$ cat src/rtl/mips_ctl_pkg.sv
// Shared definitions for the multicycle MIPS control path.
//   - opcode constants for the supported instruction subset
//   - ALU operation codes consumed by alu_ctl
//   - datapath mux-select constants
//   - FSM state enum and the bundled control-output struct
package mips_ctl_pkg;

    localparam logic [5:0] OP_RTYPE = 6'b000000;
    localparam logic [5:0] OP_LW    = 6'b100011;
    localparam logic [5:0] OP_SW    = 6'b101011;
    localparam logic [5:0] OP_BEQ   = 6'b000100;
    localparam logic [5:0] OP_BNE   = 6'b000101;
    localparam logic [5:0] OP_ADDI  = 6'b001000;
    localparam logic [5:0] OP_SLTI  = 6'b001010;
    localparam logic [5:0] OP_J     = 6'b000010;
    localparam logic [5:0] OP_JAL   = 6'b000011;

    localparam logic [1:0] ALUOP_ADD   = 2'b00;
    localparam logic [1:0] ALUOP_SUB   = 2'b01;
    localparam logic [1:0] ALUOP_RTYPE = 2'b10;
    localparam logic [1:0] ALUOP_SLTI  = 2'b11;

    localparam logic       SRCA_PC  = 1'b0;
    localparam logic       SRCA_REG = 1'b1;

    localparam logic [1:0] SRCB_REG     = 2'b00;
    localparam logic [1:0] SRCB_FOUR    = 2'b01;
    localparam logic [1:0] SRCB_IMM     = 2'b10;
    localparam logic [1:0] SRCB_IMM_SH2 = 2'b11;

    localparam logic [1:0] PCSRC_ALU    = 2'b00;
    localparam logic [1:0] PCSRC_ALUOUT = 2'b01;
    localparam logic [1:0] PCSRC_JUMP   = 2'b10;
    localparam logic [1:0] PCSRC_REG    = 2'b11;

    localparam logic [1:0] REGDST_RT  = 2'b00;
    localparam logic [1:0] REGDST_RD  = 2'b01;
    localparam logic [1:0] REGDST_R31 = 2'b10;

    localparam logic [1:0] M2R_ALUOUT = 2'b00;
    localparam logic [1:0] M2R_MDR    = 2'b01;
    localparam logic [1:0] M2R_PC     = 2'b10;

    typedef enum logic [3:0] {
        S_FETCH,
        S_DECODE,
        S_MEM_ADDR,
        S_MEM_READ,
        S_MEM_WB,
        S_MEM_WRITE,
        S_R_EXEC,
        S_R_WB,
        S_IMM_EXEC,
        S_IMM_WB,
        S_BRANCH,
        S_JUMP,
        S_JAL,
        S_JR,
        S_ILLEGAL
    } state_t;

    typedef struct packed {
        logic [1:0] alu_operation;
        logic       alu_src_a;
        logic [1:0] alu_src_b;
        logic       i_or_d;
        logic       mem_read;
        logic       mem_write;
        logic       ir_write;
        logic       pc_write;
        logic       pc_write_eq;
        logic       pc_write_ne;
        logic [1:0] pc_src;
        logic       reg_write;
        logic [1:0] reg_dst;
        logic [1:0] mem_to_reg;
        logic       instr_done;
        logic       illegal;
    } ctl_out_t;

endpackage

$ cat src/rtl/ctl_state_decode.sv
// Combinational output decode for the multicycle control FSM.
// Ports:
//   state     - current FSM state
//   op_q      - opcode latched in DECODE (selects beq/bne, addi/slti)
//   mem_ready - memory handshake; gates the FETCH and MEM_WRITE strobes
//   ctl       - bundled datapath controls (all zero unless set below)
module ctl_state_decode
    import mips_ctl_pkg::*;
(
    input  state_t     state,
    input  logic [5:0] op_q,
    input  logic       mem_ready,
    output ctl_out_t   ctl
);

    always_comb begin
        // NOTE: full default before the case so no path can infer a latch.
        ctl = '0;
        unique case (state)
            S_FETCH: begin
                ctl.mem_read      = 1'b1;
                ctl.alu_src_a     = SRCA_PC;
                ctl.alu_src_b     = SRCB_FOUR;
                ctl.alu_operation = ALUOP_ADD;
                ctl.pc_src        = PCSRC_ALU;
                ctl.ir_write      = mem_ready;
                ctl.pc_write      = mem_ready;
            end
            S_DECODE: begin
                // Speculative branch target into ALUOut.
                ctl.alu_src_a     = SRCA_PC;
                ctl.alu_src_b     = SRCB_IMM_SH2;
                ctl.alu_operation = ALUOP_ADD;
            end
            S_MEM_ADDR: begin
                ctl.alu_src_a     = SRCA_REG;
                ctl.alu_src_b     = SRCB_IMM;
                ctl.alu_operation = ALUOP_ADD;
            end
            S_MEM_READ: begin
                ctl.mem_read = 1'b1;
                ctl.i_or_d   = 1'b1;
            end
            S_MEM_WB: begin
                ctl.reg_write  = 1'b1;
                ctl.reg_dst    = REGDST_RT;
                ctl.mem_to_reg = M2R_MDR;
                ctl.instr_done = 1'b1;
            end
            S_MEM_WRITE: begin
                ctl.mem_write  = 1'b1;
                ctl.i_or_d     = 1'b1;
                ctl.instr_done = mem_ready;
            end
            S_R_EXEC: begin
                ctl.alu_src_a     = SRCA_REG;
                ctl.alu_src_b     = SRCB_REG;
                ctl.alu_operation = ALUOP_RTYPE;
            end
            S_R_WB: begin
                ctl.reg_write  = 1'b1;
                ctl.reg_dst    = REGDST_RD;
                ctl.mem_to_reg = M2R_ALUOUT;
                ctl.instr_done = 1'b1;
            end
            S_IMM_EXEC: begin
                ctl.alu_src_a     = SRCA_REG;
                ctl.alu_src_b     = SRCB_IMM;
                ctl.alu_operation = (op_q == OP_SLTI) ? ALUOP_SLTI : ALUOP_ADD;
            end
            S_IMM_WB: begin
                ctl.reg_write  = 1'b1;
                ctl.reg_dst    = REGDST_RT;
                ctl.mem_to_reg = M2R_ALUOUT;
                ctl.instr_done = 1'b1;
            end
            S_BRANCH: begin
                ctl.alu_src_a     = SRCA_REG;
                ctl.alu_src_b     = SRCB_REG;
                ctl.alu_operation = ALUOP_SUB;
                ctl.pc_src        = PCSRC_ALUOUT;
                ctl.pc_write_eq   = (op_q == OP_BEQ);
                ctl.pc_write_ne   = (op_q == OP_BNE);
                ctl.instr_done    = 1'b1;
            end
            S_JUMP: begin
                ctl.pc_write   = 1'b1;
                ctl.pc_src     = PCSRC_JUMP;
                ctl.instr_done = 1'b1;
            end
            S_JAL: begin
                ctl.pc_write   = 1'b1;
                ctl.pc_src     = PCSRC_JUMP;
                ctl.reg_write  = 1'b1;
                ctl.reg_dst    = REGDST_R31;
                ctl.mem_to_reg = M2R_PC;
                ctl.instr_done = 1'b1;
            end
            S_JR: begin
                ctl.pc_write   = 1'b1;
                ctl.pc_src     = PCSRC_REG;
                ctl.instr_done = 1'b1;
            end
            S_ILLEGAL: begin
                ctl.illegal = 1'b1;
            end
            default: ctl = '0;
        endcase
    end

endmodule

$ cat src/rtl/multicycle_ctl.sv
// Main control FSM for the multicycle MIPS datapath.
// Ports:
//   clk, rst        - clock; asynchronous active-low reset
//   opcode          - IR[31:26]; decoded in DECODE and latched there
//   function_       - IR[5:0]; distinguishes JR from other R-type ops
//   mem_ready       - memory completes this cycle; stalls FETCH/MEM_READ/MEM_WRITE
//   alu_operation.. - datapath mux selects, enables and strobes
//   instr_done      - final cycle of each retired instruction
//   illegal         - one-cycle pulse for an unsupported opcode
//   instr_count     - retired-instruction counter (illegal not counted)
module multicycle_ctl
    import mips_ctl_pkg::*;
#(
    parameter int         CNT_W    = 32,
    parameter logic [5:0] JR_FUNCT = 6'b001000
) (
    input  logic             clk,
    input  logic             rst,
    input  logic [5:0]       opcode,
    input  logic [5:0]       function_,
    input  logic             mem_ready,
    output logic [1:0]       alu_operation,
    output logic             alu_src_a,
    output logic [1:0]       alu_src_b,
    output logic             i_or_d,
    output logic             mem_read,
    output logic             mem_write,
    output logic             ir_write,
    output logic             pc_write,
    output logic             pc_write_eq,
    output logic             pc_write_ne,
    output logic [1:0]       pc_src,
    output logic             reg_write,
    output logic [1:0]       reg_dst,
    output logic [1:0]       mem_to_reg,
    output logic             instr_done,
    output logic             illegal,
    output logic [CNT_W-1:0] instr_count
);

    state_t     state;
    logic [5:0] op_q;
    ctl_out_t   ctl;

    ctl_state_decode u_decode (
        .state     (state),
        .op_q      (op_q),
        .mem_ready (mem_ready),
        .ctl       (ctl)
    );

    // FSM register, opcode latch and retired counter.
    always_ff @(posedge clk or negedge rst) begin
        if (!rst) begin
            state       <= S_FETCH;
            op_q        <= '0;
            instr_count <= '0;
        end else begin
            // NOTE: non-blocking so every register samples pre-edge values.
            if (ctl.instr_done)
                instr_count <= instr_count + CNT_W'(1);

            unique case (state)
                S_FETCH:
                    if (mem_ready) state <= S_DECODE;
                S_DECODE: begin
                    op_q <= opcode;
                    unique case (opcode)
                        OP_LW, OP_SW:   state <= S_MEM_ADDR;
                        OP_RTYPE:       state <= (function_ == JR_FUNCT) ? S_JR : S_R_EXEC;
                        OP_BEQ, OP_BNE: state <= S_BRANCH;
                        OP_ADDI,
                        OP_SLTI:        state <= S_IMM_EXEC;
                        OP_J:           state <= S_JUMP;
                        OP_JAL:         state <= S_JAL;
                        default:        state <= S_ILLEGAL;
                    endcase
                end
                S_MEM_ADDR:
                    state <= (op_q == OP_SW) ? S_MEM_WRITE : S_MEM_READ;
                S_MEM_READ:
                    if (mem_ready) state <= S_MEM_WB;
                S_MEM_WRITE:
                    if (mem_ready) state <= S_FETCH;
                S_R_EXEC:   state <= S_R_WB;
                S_IMM_EXEC: state <= S_IMM_WB;
                default:    state <= S_FETCH; // single-cycle terminal states
            endcase
        end
    end

    // Fetch-side strobes and instr_done are forced low while reset is held,
    // since FETCH would otherwise drive them off mem_ready during reset.
    assign alu_operation = ctl.alu_operation;
    assign alu_src_a     = ctl.alu_src_a;
    assign alu_src_b     = ctl.alu_src_b;
    assign i_or_d        = ctl.i_or_d;
    assign mem_read      = ctl.mem_read   & rst;
    assign mem_write     = ctl.mem_write;
    assign ir_write      = ctl.ir_write   & rst;
    assign pc_write      = ctl.pc_write   & rst;
    assign pc_write_eq   = ctl.pc_write_eq;
    assign pc_write_ne   = ctl.pc_write_ne;
    assign pc_src        = ctl.pc_src;
    assign reg_write     = ctl.reg_write;
    assign reg_dst       = ctl.reg_dst;
    assign mem_to_reg    = ctl.mem_to_reg;
    assign instr_done    = ctl.instr_done & rst;
    assign illegal       = ctl.illegal;

endmodule
$ cat config.mk
export PLATFORM = sky130hd
export DESIGN_NAME = multicycle_ctl
export DESIGN_NICKNAME = d
export VERILOG_FILES = /design/src/rtl/mips_ctl_pkg.sv /design/src/rtl/ctl_state_decode.sv /design/src/rtl/multicycle_ctl.sv
export SDC_FILE = /design/constraint.sdc
export NUM_CORES = 1
export LEC_CHECK = 0
export CAP_MARGIN = 20
export CORE_ASPECT_RATIO = 0.6
export CORE_UTILIZATION = 52
export DETAILED_ROUTE_END_ITERATION = 6
export PLACE_DENSITY = 0.86
export SYNTH_ARGS = -nofsm -noshare
export SYNTH_HDL_FRONTEND = slang
export SYNTH_SLANG_ARGS = --single-unit
$ cat constraint.sdc
create_clock -name clk -period 2.7 [get_ports clk]
set_input_delay 0.405 -clock clk [delete_from_list [all_inputs] [get_ports clk]]
set_output_delay 0.405 -clock clk [all_outputs]
set_load 0.05 [all_outputs]
==> results of run 1 <==
==> registers in the layout (all words and copies together), names as in the netlist <==
signal and flops:
op_q 6, instr_count 32, state 4
==> cells by family (layout without fill, tap and decap cells) <==
group,Yosys count,in the layout,share of synthesized area
AOI/OAI and AO/OA,28,28,0.08313
muxes,8,8,0.03666
buffers and inverters,22,88,0.04336
adders and majority gates,1,1,0.005162
xor gates and xnor gates,32,32,0.1156
DFF,42,42,0.4337
and+or+nand+nor,112,112,0.2824
==> synthesized netlist by cell type, types with 2 or more instances <==
master and n:
sky130_fd_sc_hd__nor2_1 25, sky130_fd_sc_hd__and4_1 5, sky130_fd_sc_hd__xnor2_1 18, sky130_fd_sc_hd__a31oi_1 3, sky130_fd_sc_hd__nor4_2 3, sky130_fd_sc_hd__nor4_1 5, sky130_fd_sc_hd__o21ai_0 10, sky130_fd_sc_hd__buf_4 3
sky130_fd_sc_hd__xor2_1 14, sky130_fd_sc_hd__buf_2 2, sky130_fd_sc_hd__nand2b_1 7, sky130_fd_sc_hd__a21oi_1 3, sky130_fd_sc_hd__nor3_2 5, sky130_fd_sc_hd__nand4_4 2, sky130_fd_sc_hd__dfrtp_1 42, sky130_fd_sc_hd__and2_1 5
sky130_fd_sc_hd__nor3_1 12, sky130_fd_sc_hd__nand2_1 20, sky130_fd_sc_hd__nand3b_1 2, sky130_fd_sc_hd__clkbuf_1 4, sky130_fd_sc_hd__nand3_1 7, sky130_fd_sc_hd__inv_1 10, sky130_fd_sc_hd__mux2_2 7, sky130_fd_sc_hd__and3_1 3
sky130_fd_sc_hd__nand4_1 4
==> layout make-up <==
type,instances,share of cell area
Multi-Input combinational cell,181,0.3848
Clock inverter,1,0.009081
Timing Repair Buffer,70,0.2270
Sequential cell,42,0.3190
Inverter,11,0.01249
Clock buffer,6,0.02497
Tap cell,60,0.02270
==> cells in the final DEF, fill, tap and decap left out, types with 2 or more instances in the layout <==
master and count:
sky130_fd_sc_hd__and2_1 5, sky130_fd_sc_hd__nor4_1 5, sky130_fd_sc_hd__xnor2_1 18, sky130_fd_sc_hd__dlymetal6s2s_1 2
sky130_fd_sc_hd__clkbuf_8 6, sky130_fd_sc_hd__o21ai_0 10, sky130_fd_sc_hd__and4_1 5, sky130_fd_sc_hd__nand4_4 2
sky130_fd_sc_hd__and3_1 3, sky130_fd_sc_hd__nand4_1 4, sky130_fd_sc_hd__a31oi_1 3, sky130_fd_sc_hd__nand2_1 20
sky130_fd_sc_hd__clkdlybuf4s50_1 57, sky130_fd_sc_hd__nor3_1 11, sky130_fd_sc_hd__nand3_1 7, sky130_fd_sc_hd__inv_1 10
sky130_fd_sc_hd__mux2_2 7, sky130_fd_sc_hd__buf_4 4, sky130_fd_sc_hd__nand3b_1 2, sky130_fd_sc_hd__nand2b_1 7
sky130_fd_sc_hd__nor3_2 6, sky130_fd_sc_hd__buf_12 6, sky130_fd_sc_hd__a21oi_1 3, sky130_fd_sc_hd__dfrtp_1 39
sky130_fd_sc_hd__xor2_1 14, sky130_fd_sc_hd__nor2_1 25, sky130_fd_sc_hd__nor4_2 3, sky130_fd_sc_hd__dfrtp_2 3
==> worst max-delay path by stage <==
| stage | startpoint | to | slack [ps] |
|---|---|---|---|
| after floorplan | state[2] | mem_to_reg[0] | 380 |
| after global placement | function_[1] | state[0] | 290 |
| after detailed placement | state[0] | pc_src[1] | 270 |
| after CTS | op_q[2] | alu_operation[0] | 20 |
| after global routing | state[0] | pc_src[0] | 30 |
| final | state[0] | pc_src[0] | 100 |
==> metal layers <==
metal / global-route usage / share of wire
met4: 0.06989 / 0.013
met2: 0.3817 / 0.43
met1: 0.3785 / 0.49
met5: 0 / 0
met3: 0.04722 / 0.070
==> power by group through the flow <==
stage | Combinational [mW] | Clock (mW) | Sequential, mW
floorplan | 1.02 | 0 | 1.00
global placement | 1.51 | 0 | 0.948
detailed placement | 1.52 | 0 | 0.958
CTS | 1.54 | 0.512 | 0.951
global route | 1.64 | 0.542 | 0.983
finish | 1.54 | 0.514 | 0.959
==> stage by stage <==
step	total power, mW	hold WS, ps	instances	worst slack [ps]
finish	3.016	32.53	371	97.15
global route	3.161	53.17	371	25.21
CTS	2.999	35.96	371	21.25
detailed placement	2.481	351.6	364	265.7
global placement	2.455	349.8	364	286.6
floorplan	2.018	109.4	245	375.0
==> what timing repair did <==
item,4_1_cts,5_1_grt
pin swaps,0,0
buffers inserted,0,0
resized for setup,2,3
setup endpoints to repair,4,5
==> reports/results.tsv, run 1 <==
stage	metric	value	unit
setup_path	r2r.worst_path.cells	5	
clock_tree	insertion_delay	290	ps
setup_path	required	2300	ps
setup_path	end_kind	primary output	
final_layout	area_growth_syn_to_layout	36.45	%
setup_path	critical_path_cell_count	4	
setup_path	worst_path_dominant_cell_family	buffers and inverters	
detailed_routing	wire_per_inst	15.93	µm
setup_path	worstSetupPathType	register to primary output	
yosys	number_of_distinct_library_cells_after_synthesis	49	
detailed_routing	vias	2106	
floorplan	core-area	4279	µm²
power_and_ir_drop	cell_internal_pwr	1.642	mW
setup_path	ff2ff_setup_slack	520	ps
yosys	synthesis.area_per_instance	9.892	µm²
place	dp_hpwl	4310	µm
setup_path	worst_ep_arrival_time	2200	ps
yosys	yosys_register_bits	42	
yosys	top_cell_type_by_total_area_after_synthesis	sky130_fd_sc_hd__dfrtp_1	
setup_path	worstPathCellList	nand2b_1 -> nor2_1 -> o21a_1 -> clkdlybuf4s50_1	
detailed_routing	antenna_violating_nets_post_route	0	
detailed_routing	detail_route.first_pass.iterations	5	
setup_path	startpoint_type	register	
global_route	grt_first_pass_wirelength	9418	µm
setup_path	critical_path.max_fanout	18	
timing	final_cycle_share	0.9640	
detailed_routing	vias_per_cell	5.677	
power_and_ir_drop	peakVddDrop	0.9205	mV
setup_path	r2r-start	state[3]	
final_layout	ff_latch_area	1055	µm²
global_route	grt_remaining_overflow	0	
setup_path	slowest_stage_cell_on_the_critical_path	sky130_fd_sc_hd__clkdlybuf4s50_1	
place	placement.cell_area	3186	µm²
global_route	grt.total_usage	0.2543	
floorplan	io_pins	68	
clock_tree	cts-htree-levels	2	
clock_tree	ctsLongestPathBuffers	2	
final_layout	area_of_combinational_cells_with_multiple_inputs	1272	µm²
power_and_ir_drop	clock_power_share	0.170	
power_and_ir_drop	power.density	912.1	nW/µm²
power_and_ir_drop	power_leakage	1.406	nW
power_and_ir_drop	switching_share	0.4557	
yosys	ys_warn_count	0	
global_route	first_global_vias	1867	
setup_path	crit_buf_inv	1	
detailed_routing	detail_route.iter0.violations	223	
setup_path	cp_slowest_stage_delay	790	ps
floorplan	die-width	90.14	µm
clock_tree	clk_transition_reported_paths	80	ps
yosys	top_reg_cell_synth	sky130_fd_sc_hd__dfrtp_1	
yosys	seq_area_frac_synth	0.4337	
final_layout	final.fill_count	298	
timing	max_freq	384.2	MHz
detailed_routing	totalWireLength	5910	µm
timing	finClkSkew	5.267	ps
power_and_ir_drop	power.switching	1.374	mW
yosys	syn-num-nets	261	
yosys	synth.cell_area	2424	µm²
timing	timing_worst_slew_pin_value	622.6	ps
global_route	grt_max_degree	29	
floorplan	chip_height	54.88	µm
power_and_ir_drop	seqPwrFrac	0.318	
yosys	syn-instance-count	245	
timing	relSlewSlack	0.5827	
clock_tree	clk_root_buffer_cell	sky130_fd_sc_hd__clkbuf_8	
yosys	async_flop_share	1.000	
final_layout	finalNetCount	327	
floorplan	start_util	0.5664	
hold_path	hold_class	input pin to asynchronous set/reset pin	
timing	report.final.setup_viol	0	
global_route	antenna_violations_before_repair	0	
yosys	synthTopCellsByArea	sky130_fd_sc_hd__dfrtp_1, sky130_fd_sc_hd__xnor2_1, sky130_fd_sc_hd__xor2_1	
timing	grt_setup_unrepaired	false	
timing	timing_max_transition_violations_final	0	
clock_tree	post_cts_hold_buffer_count	0	
job	max_cap_viols	0	
clock_tree	cts-buffers-inserted	5	
place	gp_routability_congestion	0.8709	
floorplan	design.die.area	4947	µm²
timing	finalWorstPathRequiredPeriod	2603	ps
place	port_buffers	67	
clock_tree	tritoncts_num_sinks	42	
timing	fin_setup_tns	0	ps
setup_path	r2r_end	instr_count[31]	
clock_tree	cts_tree	yes	
final_layout	antenna_cells	0	
final_layout	finalCoreUtilization	0.7728	
timing	final-hold-violation-count	0	
floorplan	rows	18	
detailed_routing	drc_errors	0	
yosys	post-synth-top-area-fraction	0.4337	
yosys	synth-edff-count	0	
final_layout	layout-drive-gt1-share	0.1511	
outcome	outcome	completed	
final_layout	final_design_area_no_fill	3307	µm²
power_and_ir_drop	pwr-share-comb	0.512	
Note: power is estimated with default switching activity, not from simulation.
==> run 2, diff against run 1 <==
- CTS_CLUSTER_SIZE: unset -> 30
==> results of run 2 <==
Final layout, timing and power as in run 1 (identical DEF).
